### config.mk
export PLATFORM = sky130hd
export DESIGN_NAME = sipo_block_collector
export DESIGN_NICKNAME = d
export VERILOG_FILES = /design/src/rtl/sipo_pkg.sv /design/src/rtl/sipo_lane_reg.sv /design/src/rtl/sipo_block_collector.sv
export SDC_FILE = /design/constraint.sdc
export NUM_CORES = 1
export LEC_CHECK = 0
export ABC_AREA = 0
export BUFFER_PORTS_ARGS = -buffer_cell sky130_fd_sc_hd__buf_2
export CAP_MARGIN = 5
export CORE_AREA = 3 3 101 103
export CTS_CLUSTER_SIZE = 25
export DETAILED_ROUTE_END_ITERATION = 8
export DIE_AREA = 0 0 104 106
export GPL_TIMING_DRIVEN = 0
export PLACE_DENSITY = 0.78
export SLEW_MARGIN = 40
export SYNTH_ARGS = -nofsm -noshare
export SYNTH_HDL_FRONTEND = slang
export SYNTH_SLANG_ARGS = --single-unit
### constraint.sdc
create_clock -name clk -period 4.8 [get_ports clk]
set_input_delay 1.44 -clock clk [delete_from_list [all_inputs] [get_ports clk]]
set_output_delay 1.44 -clock clk [all_outputs]
set_load 0.03 [all_outputs]
### src/rtl/sipo_pkg.sv
// Shared types and helpers for the serial-in/parallel-out block collector.
package sipo_pkg;

  localparam int unsigned ABS_MAX_W = 64;

  typedef int unsigned lane_cnt_t;

  typedef enum logic {
    FILL = 1'b0,
    HOLD = 1'b1
  } state_t;

  // Magnitude of a sign-extended w-bit sample; the most negative code saturates to 2^(w-1)-1.
  function automatic logic [ABS_MAX_W-1:0] abs_sat(input logic signed [ABS_MAX_W-1:0] x,
                                                   input lane_cnt_t w);
    logic signed [ABS_MAX_W-1:0] lim;
    lim = $signed(ABS_MAX_W'(64'd1 << (w - 1)));
    if (x == -lim) begin
      abs_sat = ABS_MAX_W'(lim - 64'sd1);
    end else if (x < 64'sd0) begin
      abs_sat = ABS_MAX_W'(-x);
    end else begin
      abs_sat = ABS_MAX_W'(x);
    end
  endfunction

endpackage

### src/rtl/sipo_lane_reg.sv
// One assembly lane: W-bit register with load enable and async active-low clear.
module sipo_lane_reg #(
  parameter int unsigned W = 16
) (
  input  logic         clk,
  input  logic         rst_n,
  input  logic         en,
  input  logic [W-1:0] d,
  output logic [W-1:0] q
);

  always_ff @(posedge clk or negedge rst_n) begin
    if (!rst_n) begin
      q <= '0;
    end else if (en) begin
      q <= d;
    end
  end

endmodule

### src/rtl/sipo_block_collector.sv
// Gathers DEPTH samples into one parallel block with valid/ready on both sides and partial flush.
// Define SIPO_MAXABS_EN to add the max_abs output (largest |sample| of the presented block).
module sipo_block_collector
  import sipo_pkg::*;
#(
  parameter int unsigned BIT_SIZE = 16,
  parameter int unsigned DEPTH    = 4,
  parameter int unsigned CNT_W    = $clog2(DEPTH + 1)
) (
  input  logic                      clk,
  input  logic                      rst_n,
  input  logic                      in_valid,
  output logic                      in_ready,
  input  logic [BIT_SIZE-1:0]       in_data,
  input  logic                      flush,
  output logic                      out_valid,
  input  logic                      out_ready,
  output logic [BIT_SIZE*DEPTH-1:0] out_data,
  output logic [CNT_W-1:0]          out_fill,
  output logic [CNT_W-1:0]          fill_count
`ifdef SIPO_MAXABS_EN
  ,
  output logic [BIT_SIZE-1:0]       max_abs
`endif
);

  localparam int unsigned W     = BIT_SIZE;
  localparam int unsigned OUT_W = BIT_SIZE * DEPTH;

  state_t             state;
  state_t             state_nxt;
  logic               accept;
  logic               close_blk;
  logic [CNT_W-1:0]   new_cnt;
  logic [CNT_W-1:0]   fill_nxt;
  logic [DEPTH-1:0]   lane_en;
  logic [OUT_W-1:0]   blk_nxt;
  logic [W-1:0]       lane_q [DEPTH];

  // The output register can be refilled in the same cycle it drains.
  assign in_ready  = (state == FILL) || out_ready;
  assign out_valid = (state == HOLD);

  always_ff @(posedge clk or negedge rst_n) begin
    if (!rst_n) begin
      state <= FILL;
    end else begin
      state <= state_nxt;
    end
  end

  always_comb begin
    state_nxt = state;
    case (state)
      FILL: if (close_blk) state_nxt = HOLD;
      HOLD: begin
        if (close_blk) begin
          state_nxt = HOLD;
        end else if (out_ready) begin
          state_nxt = FILL;
        end
      end
    endcase
  end

  // Close a block on the DEPTH-th accept, or on flush when at least one sample is pending.
  always_comb begin
    accept    = in_valid & in_ready;
    new_cnt   = fill_count + CNT_W'(accept);
    close_blk = in_ready & ((accept & (fill_count == CNT_W'(DEPTH - 1)))
                            | (flush & (new_cnt != '0)));
    fill_nxt  = close_blk ? '0 : new_cnt;
    lane_en   = '0;
    blk_nxt   = '0;
    for (int k = 0; k < DEPTH; k++) begin
      lane_en[k] = accept & (fill_count == CNT_W'(k));
      if (CNT_W'(k) < new_cnt) begin
        blk_nxt[k*W +: W] = lane_en[k] ? in_data : lane_q[k];
      end
    end
  end

  for (genvar k = 0; k < DEPTH; k++) begin : g_lane
    sipo_lane_reg #(.W(W)) u_lane (
      .clk   (clk),
      .rst_n (rst_n),
      .en    (lane_en[k]),
      .d     (in_data),
      .q     (lane_q[k])
    );
  end

  always_ff @(posedge clk or negedge rst_n) begin
    if (!rst_n) begin
      fill_count <= '0;
      out_data   <= '0;
      out_fill   <= '0;
    end else begin
      fill_count <= fill_nxt;
      if (close_blk) begin
        out_data <= blk_nxt;
        out_fill <= new_cnt;
      end
    end
  end

`ifdef SIPO_MAXABS_EN
  logic [W-1:0] run_max;
  logic [W-1:0] cur_abs;
  logic [W-1:0] merged_max;

  // run_max is zero whenever the assembly buffer is empty, so it merges directly.
  always_comb begin
    cur_abs    = W'(abs_sat(ABS_MAX_W'(signed'(in_data)), W));
    merged_max = run_max;
    if (accept && (cur_abs > run_max)) begin
      merged_max = cur_abs;
    end
  end

  always_ff @(posedge clk or negedge rst_n) begin
    if (!rst_n) begin
      run_max <= '0;
      max_abs <= '0;
    end else if (close_blk) begin
      run_max <= '0;
      max_abs <= merged_max;
    end else if (accept) begin
      run_max <= merged_max;
    end
  end
`endif

endmodule

==> results summary, run 1 <==
The run finished with clean final reports. The library cells used most frequently in the layout, excluding fill and tap cells, are sky130_fd_sc_hd__dfrtp_1 (135), sky130_fd_sc_hd__buf_2 (109), sky130_fd_sc_hd__mux2_2 (64), sky130_fd_sc_hd__a32o_1 (64), sky130_fd_sc_hd__clkbuf_16 (16). The endpoint type of the worst setup path is a flop.

The mapped netlist covers 0.00512 sq mm. The clock skew is 0.00492 ns. The startpoint of the worst hold path is out_data[11]. The number of gates resized after CTS is 0.

Measured in cells, the most critical reg-to-reg path has a length of 10. Summing all flip-flop and latch instances after layout gives 0.00338 sq mm. Walking the worst path, the cells encountered are buf_2 -> nand2b_1 -> buf_4 -> and2_1 -> ha_1 -> ha_1 -> or3_1 -> buf_2 -> a21oi_4 -> buf_4 -> mux2_1. The number of buffer and inverter stages on the critical path is 4. The post-synthesis cell count is 317. The total congestion overflow came out at 0. The number of antenna violations at the first check in global routing was 0. The via count of the first global-routing pass is 3,533. The most common cell after layout, fill and taps aside is sky130_fd_sc_hd__dfrtp_1. The proportion of netlist area held by the largest area contributor came out at 0.660. The die boundary height is 106 microns. The clock latency at the later pin of the worst-skew pair is 0.52 ns. The last weighted congestion value of the routability-driven placer came out at 0.787. In this design, the largest share of critical-path delay is due to buffers and inverters. The area of the multi-input gates came out at 0.00158 sq mm. The share of final-layout standard cells stronger than drive strength 1 is 0.491.

Buffers placed on the I/O ports in this run total 92. The area growth from synthesis to layout came out at 24.7%. Across the run, the number of max-cap violations was 0. Setup total negative slack on the finished layout was measured at 0 ns. The transition time at the pin with the least slew margin is 0.515 ns.

The total via count after detailed routing is 3,258. The die span in x is 104 microns. Summed over all nets, the half-perimeter wirelength after detailed placement is 7.97 mm. The number of clock buffers added by TritonCTS is 17.

The worst hold slack after final layout came out at 0.483 ns. The synthesis warning total is 0. The pin count of the biggest net entering global routing is 69. The number of distinct library cells after synthesis came out at 27. The number of DRC violations after detailed-routing iteration 0 came out at 143. The count of hold buffers inserted by post-cts repair came out at 0. The first-pass GRT wire length is 18.8 mm.

The number of nets in the synthesized netlist is 340. The worst-case register-to-register setup slack is 2.07 ns. The endpoint of the worst hold path is out_data[11]. The number of failing setup endpoints in the final timing report came out at 0.

The worst relative slew slack came out at 0.657. Once detail routing completed, the nets flagged for antenna violations numbered 0. In this run the count of I/O pins placed on the die edge is 93.

The DRC violation count after routing came out at 0. Data on the critical path is required at its endpoint by 5.20 ns. Setup repair after global routing left no endpoint under its margin. Across every metal layer, demand over resource in global routing totals 0.223. Counting every sink on the clock net gives 135. In this run the static leakage power is 0.00307 uW. The final number of hold-violating endpoints is 0. The worst ir drop on vdd came out at 0.368 mV. The final wirelength is 11.6 mm. The critical path is of the in2reg type.

The initial utilization of the core area, before any placement, comes to 0.551. The number of instances on the worst hold path is 1. Fill cells in the final layout number 650. The via density per instance is 5.71. In this run the worst path has a maximum fanout of 10. The critical path starts at out_ready. The largest single stage delay on the critical path is 0.37 ns. The number of nets at the end of the flow is 452. The smallest clock period supported by the final layout is computed as 3.46 ns. The share of the clock period used by the worst path after layout is 0.720.

The mean area per synthesized cell came out at 16.2 sq um. The power density over the cells came out at 820 mW/mm^2. STA classifies the critical path startpoint as an input pin. The H-tree depth reported by CTS is 4. The first-pass iteration count of the detailed router is 6. Clock-pin slew was measured on the worst setup and hold paths at 0.06 ns. The worst hold-check path type is reg2reg. The floorplan step defined a die boundary enclosing 0.0110 sq mm. The critical register-to-register path startpoint is out_valid.

The number of diodes is 0. The sequential element share of the synthesized area is 0.660. The number of max-slew violations in the final report is 0.

The post-CTS setup-driven buffer insertion count came out at 0. The slowest cell on the critical path is sky130_fd_sc_hd__or3_1. TritonCTS built the clock tree. The critical path arrival came out at 3.85 ns. CTS placed an instance of sky130_fd_sc_hd__clkbuf_8 at the clock tree root.

The clock passes through at most 2 buffers. The total area inside the core boundary comes to 0.00928 sq mm. In this run the critical register-to-register path is captured at out_fill[1].

The total of flip-flops plus latches after synthesis is 135. The synthesized design spends more area on one cell type than any other, namely sky130_fd_sc_hd__dfrtp_1. Dividing the detail-routed wire length by the instance count gives 20.3 microns. The cell row count is 35. The timing-limited maximum frequency came out at 0.289 GHz. Sorting the synthesized cells by area gives the leading types as sky130_fd_sc_hd__dfrtp_1 (66%), sky130_fd_sc_hd__mux2_2 (14%), sky130_fd_sc_hd__a32o_1 (13%).
==> registers in the layout, indices dropped and copies added (netlist names) <==
signal,cells
fill_count,3
out_data,64
g_lane.u_lane.q,64
out_fill,3
out_valid,1
==> routing by layer <==
layer | global-route usage | wire (microns) | vias to the layer above
li1 | - | - | 1452
met1 | 0.286 | 5020 | 1692
met2 | 0.364 | 5700 | 90
met3 | 0.0619 | 556 | 24
met4 | 0.0836 | 298 | 0
met5 | 0 | 0 | -
==> kinds of logic (layout without fill, tap and decap cells) <==
group                    after synthesis  in the layout  synth area share
flip-flops                           135            135             0.660
AO/OA/AOI/OAI                         69             69             0.134
multiplexers                          66             66             0.145
buffers and inverters                 29            154            0.0315
AND/OR/NAND/NOR                       15             15            0.0225
adder cells (fa/ha/maj)                2              2           0.00489
XOR/XNOR                               1              1           0.00171
==> synthesized netlist by cell type (all sizes together) <==
cell type / count
or3: 1
a21o: 1
ha: 2
xor2: 1
clkbuf: 4
inv: 1
nand3: 1
a32o: 64
a21bo: 1
nand2b: 1
and2: 5
and4: 1
o21ai: 1
mux2: 66
nor2: 1
a21oi: 1
dfrtp: 135
or2: 2
a211o: 1
nor2b: 1
and4b: 1
nand4b: 1
buf: 24
==> power by group <==
group | leakage [uW] | total [uW] | switching [uW] | internal [uW]
registers | 0.00171 | 1880 | 221 | 1660
clock network | 0.000291 | 1300 | 465 | 833
logic | 0.00108 | 2060 | 1270 | 784
total | 0.00307 | 5240 | 1960 | 3280
==> per-stage QoR <==
stage          utilization  cells  instance area [sq um]  setup slack [ns]  total power, uW
2_1_floorplan            -    317                   5120              1.11             3330
3_3_place_gp         0.618    538                   5740             0.665             3860
3_5_place_dp         0.623    539                   5780             0.846             3940
4_1_cts              0.688    571                   6380              1.35             5260
5_1_grt              0.688    571                   6380              1.26             5500
6_report             0.688    571                   6380              1.34             5240
==> cell type report <==
| type | instances | area share |
|---|---|---|
| timing repair buffer | 93 | 0.0780 |
| sequential | 135 | 0.529 |
| inverter | 1 | 0.000588 |
| multi-input combinational | 153 | 0.248 |
| tap | 129 | 0.0253 |
| clock inverter | 11 | 0.0227 |
| buffer | 28 | 0.0247 |
| clock buffer | 21 | 0.0719 |
==> worst max path at each step <==
stage                                       end  slack [ns]  depth (start not counted)
after floorplan                     out_fill[0]        1.11                         10
after global routing                out_fill[1]        1.26                         11
after CTS                              in_ready        1.35                          4
after detailed placement            out_fill[1]        0.85                         11
after global placement    g_lane[0].u_lane.q[1]        0.66                          1
final                               out_fill[1]        1.34                         11
Note: power is estimated with default switching activity, not from simulation.
==> inputs of run 2 (changes only) <==
Settings changed: CORE_AREA 3 3 101 103 to 3 3 106 108, DIE_AREA 0 0 104 106 to 0 0 109 111, PLACE_DENSITY 0.78 to 0.74.
Clock period 4.8 ns to 2.8 ns, I/O delays scaled along.
==> results summary, run 2 (same netlist as run 1, synthesis figures left out) <==
The last weighted congestion value of the routability-driven placer was 0.752 (-4.4%). The path class of the tightest hold or removal check is in2async. The timing-limited maximum frequency came out at 0.374 GHz. The first-pass iteration count of the detailed router is 4 (-2). The cell sitting at the root of the clock tree is a sky130_fd_sc_hd__clkbuf_8. After global routing, the most crowded layer is met2. The die boundary height is 111 microns (+4.7%).

The setup total negative slack is 0 ns (unchanged). The final number of hold-violating endpoints is 0 (unchanged). The filler cell count in the final layout is 803 (+24%). The share of the clock period used by the worst path after layout is 0.956. The worst setup path is launched from an input pin. The routed wirelength normalized by instance count is 20.4 microns (+0.57%). The post-CTS setup-driven buffer insertion count was 0 (unchanged).

The signal on the critical path passes through buf_2 -> nand2b_4 -> buf_6 -> and2_4 -> ha_4 -> ha_4 -> xor2_1 -> buf_2 -> a21o_1 -> clkbuf_1 -> a32o_1. The flow ran to the end, and the final reports show no timing, DRC or antenna violations. The worst setup path is captured at a flop.

The worst relative slew slack came out at 0.610 (-0.0466). The logic depth of the worst register-to-register path came out at 10 (unchanged). Setup repair after global routing left no endpoint under its margin.

The leakage dissipation is 0.00307 uW (about the same). The clock edge transition at the registers on the reported setup and hold paths came out at 0.06 ns (about the same). The die area is 0.0121 sq mm (+9.8%).

The number of DRC violations after detailed-routing iteration 0 came to 192 (+34%). The maximum clock path buffer count came to 2 (unchanged). The initial core utilization is 0.496 (-0.0555). The clock tree from TritonCTS is yes.

The slowest cell on the critical path is sky130_fd_sc_hd__clkbuf_1. The number of antenna violations at the first check in global routing was 0 (unchanged). The worst register-to-register path ends at out_data[46].

The area growth from synthesis to layout is 24.9%. The number of sinks on the clock net is 135 (unchanged). The pre-CTS worst setup slack is -0.385 ns (-1.23 ns).

The total via count after detailed routing came to 3,261 (+0.092%). The number of max-slew violations in the final report came out at 0 (unchanged). The cell row count was 37 (+5.7%). In this run the critical register-to-register path is launched from out_valid.

The number of buffers added on ports is 92 (unchanged). The met1 track demand over resource in global routing came out at 0.268 (-0.0189). The total congestion overflow came out at 0 (unchanged). The total power came out at 8900 uW (+70%). The critical path arrival is 3.12 ns (-0.73 ns). The top cell types in the final layout, fill and taps aside, are sky130_fd_sc_hd__dfrtp_1 (135), sky130_fd_sc_hd__buf_2 (108), sky130_fd_sc_hd__mux2_2 (64), sky130_fd_sc_hd__a32o_1 (64), sky130_fd_sc_hd__clkbuf_16 (16). The clock period minus final worst setup slack is 2.68 ns. The clock skew came to 0.00627 ns (+0.00135 ns). The critical path required time came to 3.24 ns (-1.96 ns). The post-route antenna net violation count is 0 (unchanged). The met2 layer usage reported by global route came out at 0.329 (-0.0351).

The via count of the first global-routing pass was 3,446 (-2.5%). The number of diodes came to 0 (unchanged). The top-level I/O count is 93 (unchanged). The library cell used most frequently in the layout, excluding fill and tap cells, is sky130_fd_sc_hd__dfrtp_1. The sum of net half-perimeters after detailed placement came out at 8.14 mm (+2.1%).

The largest registers in the layout are g_lane.u_lane.q x64, out_data x64. The transition time at the pin with the least slew margin is 0.585 ns (+0.0699 ns). The first-pass GRT wire length is 18.5 mm (-1.2%). The number of nets at the end of the flow was 452 (unchanged). The maximum fanout along the worst path came to 10 (unchanged). The total CTS buffers came out at 17 (unchanged). The number of gates resized after CTS came out at 0 (unchanged). The worst ir drop on vdd came out at 0.766 mV (+110%). The peak per-stage delay on the critical path came out at 0.47 ns (+0.10 ns). The worst hold slack after final layout is 0.240 ns (-0.243 ns).

The met3 track demand over resource came out at 0.0571 (-0.00485). The final critical-path setup slack is 0.124 ns (-1.22 ns). The count of hold buffers inserted by post-cts repair came to 0 (unchanged). The via density per instance came to 5.66 (-0.78%). The final wirelength came out at 11.7 mm (+1.5%).

The die span in x is 109 microns (+4.8%). The overall fraction of global-route tracks in use came out at 0.204 (-0.0184). The total of max-cap violations is 0 (unchanged). The floorplan core area is 0.0103 sq mm (+11%). The DRC violation count after routing came out at 0 (unchanged). The pin count of the biggest net entering global routing came out at 81 (+17%). The H-tree depth reported by CTS is 4 (unchanged). The clock latency at the later pin of the worst-skew pair was 0.51 ns (about the same). The power density over the cells is 1390 mW/mm^2 (+70%). The worst-case register-to-register setup slack was 0.22 ns (-1.85 ns). The share of final-layout standard cells stronger than drive strength 1 came out at 0.502 (+0.0113). The worst setup path is of the in2reg kind. The number of failing setup endpoints in the final timing report came out at 0 (unchanged).
[run 2: cell count changes in the layout (fill, tap and decap cells not counted), moves of 2 or more]
cell                       before  now
sky130_fd_sc_hd__clkinv_2       3    6
sky130_fd_sc_hd__mux2_4         0    2
sky130_fd_sc_hd__ha_4           0    2
sky130_fd_sc_hd__buf_4          2    0
sky130_fd_sc_hd__ha_1           2    0
sky130_fd_sc_hd__inv_6          2    0
sky130_fd_sc_hd__mux2_1         2    0
sky130_fd_sc_hd__buf_6          3    6
[run 2: layer usage]
metal	vias up	wire length, microns
met5	-	0
met3	12	685
met4	0	137
met1	1708	5050
met2	91	5870
li1	1450	-
[run 2: final cells by class]
cell class                 instances  area, sq um  share of cell area
sequential                       135         3380               0.528
multi-input combinational        153         1620               0.254
timing repair buffer              93          498              0.0779
clock buffer                      20          445              0.0697
buffer                            28          171              0.0268
tap                              136          170              0.0266
clock inverter                    10          105              0.0164
inverter                           1         3.75            0.000587
[run 2: power by group]
group | switching, uW | internal [uW]
Clock | 761 | 1290
Combinational | 2220 | 1410
Sequential | 380 | 2850
Total | 3360 | 5550
[run 2: worst max-delay path by stage]
stage	cells after the start	slack [ns]	start	endpoint
2_1_floorplan	11	-0.17	out_ready	out_fill[0]
3_3_place_gp	1	-0.78	rst_n	out_data[56]
3_5_place_dp	12	-0.38	out_ready	out_fill[0]
4_1_cts	12	0.15	out_ready	out_fill[0]
5_1_grt	11	0.05	out_ready	out_data[43]
6_report	11	0.12	out_ready	out_data[46]
[run 2: stage by stage]
| stage | area [sq um] | util | cells |
|---|---|---|---|
| after floorplan | 5180 | - | 317 |
| after global routing | 6390 | 0.619 | 576 |
| after detailed placement | 5840 | 0.566 | 546 |
| after CTS | 6390 | 0.619 | 576 |
| after global placement | 5810 | 0.562 | 545 |
| final | 6390 | 0.619 | 576 |
[run 2: worst max-delay path, delay by kind of cell]
kind,cells,cell delay (ns)
buffers and inverters,4,0.98
XOR/XNOR,1,0.20
AO/OA/AOI/OAI,2,0.54
adder cells (fa/ha/maj),2,0.30
AND/OR/NAND/NOR,2,0.27
==> inputs of run 3 (changes only) <==
Settings changed: MAX_ROUTING_LAYER set to met4.
==> results summary, run 3 (same netlist as run 1, synthesis figures left out) <==
Setup repair after global routing left no endpoint under its margin. The pin count of the biggest net entering global routing was 81 (unchanged). The maximum fanout along the worst path came out at 10 (unchanged). Among cell families on the critical path, the largest total delay comes from buffers and inverters. The peak per-stage delay on the critical path came out at 0.47 ns (about the same). The final standard cell count with taps included and fillers excluded came to 576 (unchanged).

The worst ir drop on vdd came out at 0.764 mV (-0.20%). The worst relative slew slack was 0.608 (-0.00257). The sum of net half-perimeters after detailed placement is 8.14 mm (unchanged). The filler cell count in the final layout came out at 803 (unchanged). The routed wirelength normalized by instance count came out at 20.5 microns (+0.34%). The met3 track demand over resource was 0.0518 (-0.00524). The total congestion overflow is 0 (unchanged).

The leakage dissipation came to 0.00307 uW (unchanged). The number of buffers added on ports came out at 92 (unchanged). The cell area reported after detailed placement is 0.00584 sq mm (unchanged).

The cell row count is 37 (unchanged). The number of max-slew violations in the final report came out at 0 (unchanged). The final design instance area without fill came out at 0.00639 sq mm (unchanged). The overall fraction of global-route tracks in use came out at 0.210 (+0.00593).

The initial core utilization was 0.496 (unchanged). The die span in x is 109 microns (unchanged). The clock skew came out at 0.00959 ns (+0.00332 ns). The critical path arrival came out at 3.12 ns (about the same). The clock latency at the later pin of the worst-skew pair came out at 0.51 ns (about the same). The flow ran to the end, and the final reports show no timing, DRC or antenna violations. The share of the clock period used by the worst path after layout came out at 0.958 (+0.00266).

The timing-limited maximum frequency was 0.373 GHz (-0.28%). The setup total negative slack was 0 ns (unchanged). The number of buffer and inverter stages on the critical path came out at 4 (unchanged).

The number of antenna violations at the first check in global routing was 0 (unchanged). STA classifies the critical path startpoint as an input pin. The die area came out at 0.0121 sq mm (unchanged).

The maximum clock path buffer count came out at 2 (unchanged). The total via count after detailed routing is 3,307 (+1.4%). The first-pass GRT wire length is 18.5 mm (about the same). The worst setup path is of the in2reg kind. The worst hold-check path type is in2async.

The largest registers in the layout are g_lane.u_lane.q x64, out_data x64. The count of hold buffers inserted by post-cts repair came to 0 (unchanged). The final wirelength is 11.8 mm (+0.34%). The clock edge transition at the registers on the reported setup and hold paths is 0.06 ns (about the same). The post-route antenna net violation count is 0 (unchanged). The number of nets at the end of the flow is 452 (unchanged). The clock period minus final worst setup slack is 2.68 ns (+0.00745 ns).

Among all stages on the critical path, the largest delay is contributed by sky130_fd_sc_hd__clkbuf_1. The clock tree from TritonCTS is yes. The cell count after placement is 546 (unchanged). The library cell used most frequently in the layout, excluding fill and tap cells, is sky130_fd_sc_hd__dfrtp_1. The area growth from synthesis to layout was 24.9% (unchanged). The top-level I/O count is 93 (unchanged). The share of final-layout standard cells stronger than drive strength 1 was 0.502 (unchanged). The die boundary height is 111 microns (unchanged).

The worst setup path is captured at a flop. The H-tree depth reported by CTS came out at 4 (unchanged). In the layout the commonest cells are sky130_fd_sc_hd__dfrtp_1 (135), sky130_fd_sc_hd__buf_2 (108), sky130_fd_sc_hd__mux2_2 (64), sky130_fd_sc_hd__a32o_1 (64), sky130_fd_sc_hd__clkbuf_16 (16). The transition time at the pin with the least slew margin came out at 0.589 ns (+0.00386 ns). The number of DRC violations after detailed-routing iteration 0 came out at 201 (+4.7%). The final number of hold-violating endpoints came to 0 (unchanged). The last weighted congestion value of the routability-driven placer came out at 0.761 (+1.3%). The via density per instance is 5.74 (+1.4%). met2 is the most crowded layer.

The number of diodes came out at 0 (unchanged). The floorplan core area came to 0.0103 sq mm (unchanged). The DRC violation count after routing was 0 (unchanged).

The met1 track demand over resource in global routing is 0.272 (+0.00472). The number of gates resized after CTS came out at 0 (unchanged). The via count of the first global-routing pass came to 3,445 (-0.029%). The number of sinks on the clock net is 135 (unchanged). The critical path required time was 3.24 ns (about the same). The worst-case register-to-register setup slack came to 0.22 ns (about the same). The first-pass iteration count of the detailed router came to 5 (+1).

The total of max-cap violations is 0 (unchanged). The number of failing setup endpoints in the final timing report came out at 0 (unchanged). The critical path goes through buf_2 -> nand2b_4 -> buf_6 -> and2_4 -> ha_4 -> ha_4 -> xor2_1 -> buf_2 -> a21o_1 -> clkbuf_1 -> a32o_1. The post-CTS setup-driven buffer insertion count is 0 (unchanged). Clock tree synthesis selected as its root buffer the cell sky130_fd_sc_hd__clkbuf_8. The power density over the cells was 1390 mW/mm^2 (about the same). The met2 layer usage reported by global route came to 0.328 (-0.000819). The total CTS buffers is 17 (unchanged).
## run 3: cell counts in the layout (fill, tap and decap cells not counted)
No cell type changed its count.
## run 3: per-layer routing
metal / vias up / wire length [microns]
li1: 1451 / -
met1: 1738 / 5150
met2: 108 / 5860
met3: 10 / 659
met4: 0 / 115
met5: - / 0
## run 3: worst reg2reg max path, cell delays in order (launching register included)
cell and delay, ns:
sky130_fd_sc_hd__dfrtp_1 0.39, sky130_fd_sc_hd__nand2b_4 0.06, sky130_fd_sc_hd__buf_6 0.13, sky130_fd_sc_hd__and2_4 0.14, sky130_fd_sc_hd__ha_4 0.15, sky130_fd_sc_hd__ha_4 0.15
sky130_fd_sc_hd__xor2_1 0.20, sky130_fd_sc_hd__buf_2 0.28, sky130_fd_sc_hd__a21o_1 0.29, sky130_fd_sc_hd__clkbuf_1 0.47, sky130_fd_sc_hd__a32o_1 0.25
## run 3: power by group
part | leakage (uW) | total (uW) | internal [uW] | switching (uW)
clock network | 0.000272 | 2050 | 1290 | 760
registers | 0.00171 | 3220 | 2850 | 378
logic | 0.00110 | 3630 | 1410 | 2220
total | 0.00307 | 8900 | 5550 | 3350
## run 3: cell type report
| cell class | count | area (sq um) | area share |
|---|---|---|---|
| sequential | 135 | 3380 | 0.528 |
| buffer | 28 | 171 | 0.0268 |
| tap | 136 | 170 | 0.0266 |
| clock buffer | 20 | 445 | 0.0697 |
| multi-input combinational | 153 | 1620 | 0.254 |
| inverter | 1 | 3.75 | 0.000587 |
| clock inverter | 10 | 105 | 0.0164 |
| timing repair buffer | 93 | 498 | 0.0779 |
## run 3: path summary, 6_finish.rpt
check | startpoint | endpoint | cells after the start
hold / removal | rst_n | out_data[1] | 1
setup reg to reg | out_valid | out_data[46] | 10
min in group clk | out_data[57] | out_data[57] | 1
max in group asynchronous | rst_n | g_lane[2].u_lane.q[7] | 2
hold reg to reg | out_data[57] | out_data[57] | 1
setup / recovery | out_ready | out_data[46] | 11
## run 3: metrics by stage
step,util,hold WS [ns],power (uW),worst slack (ns)
6_report,0.619,0.240,8900,0.116
5_1_grt,0.619,0.254,9370,0.0469
4_1_cts,0.619,0.239,8970,0.147
3_5_place_dp,0.566,0.476,6870,-0.385
3_3_place_gp,0.562,0.471,6720,-0.776
2_1_floorplan,-,0.471,5780,-0.172
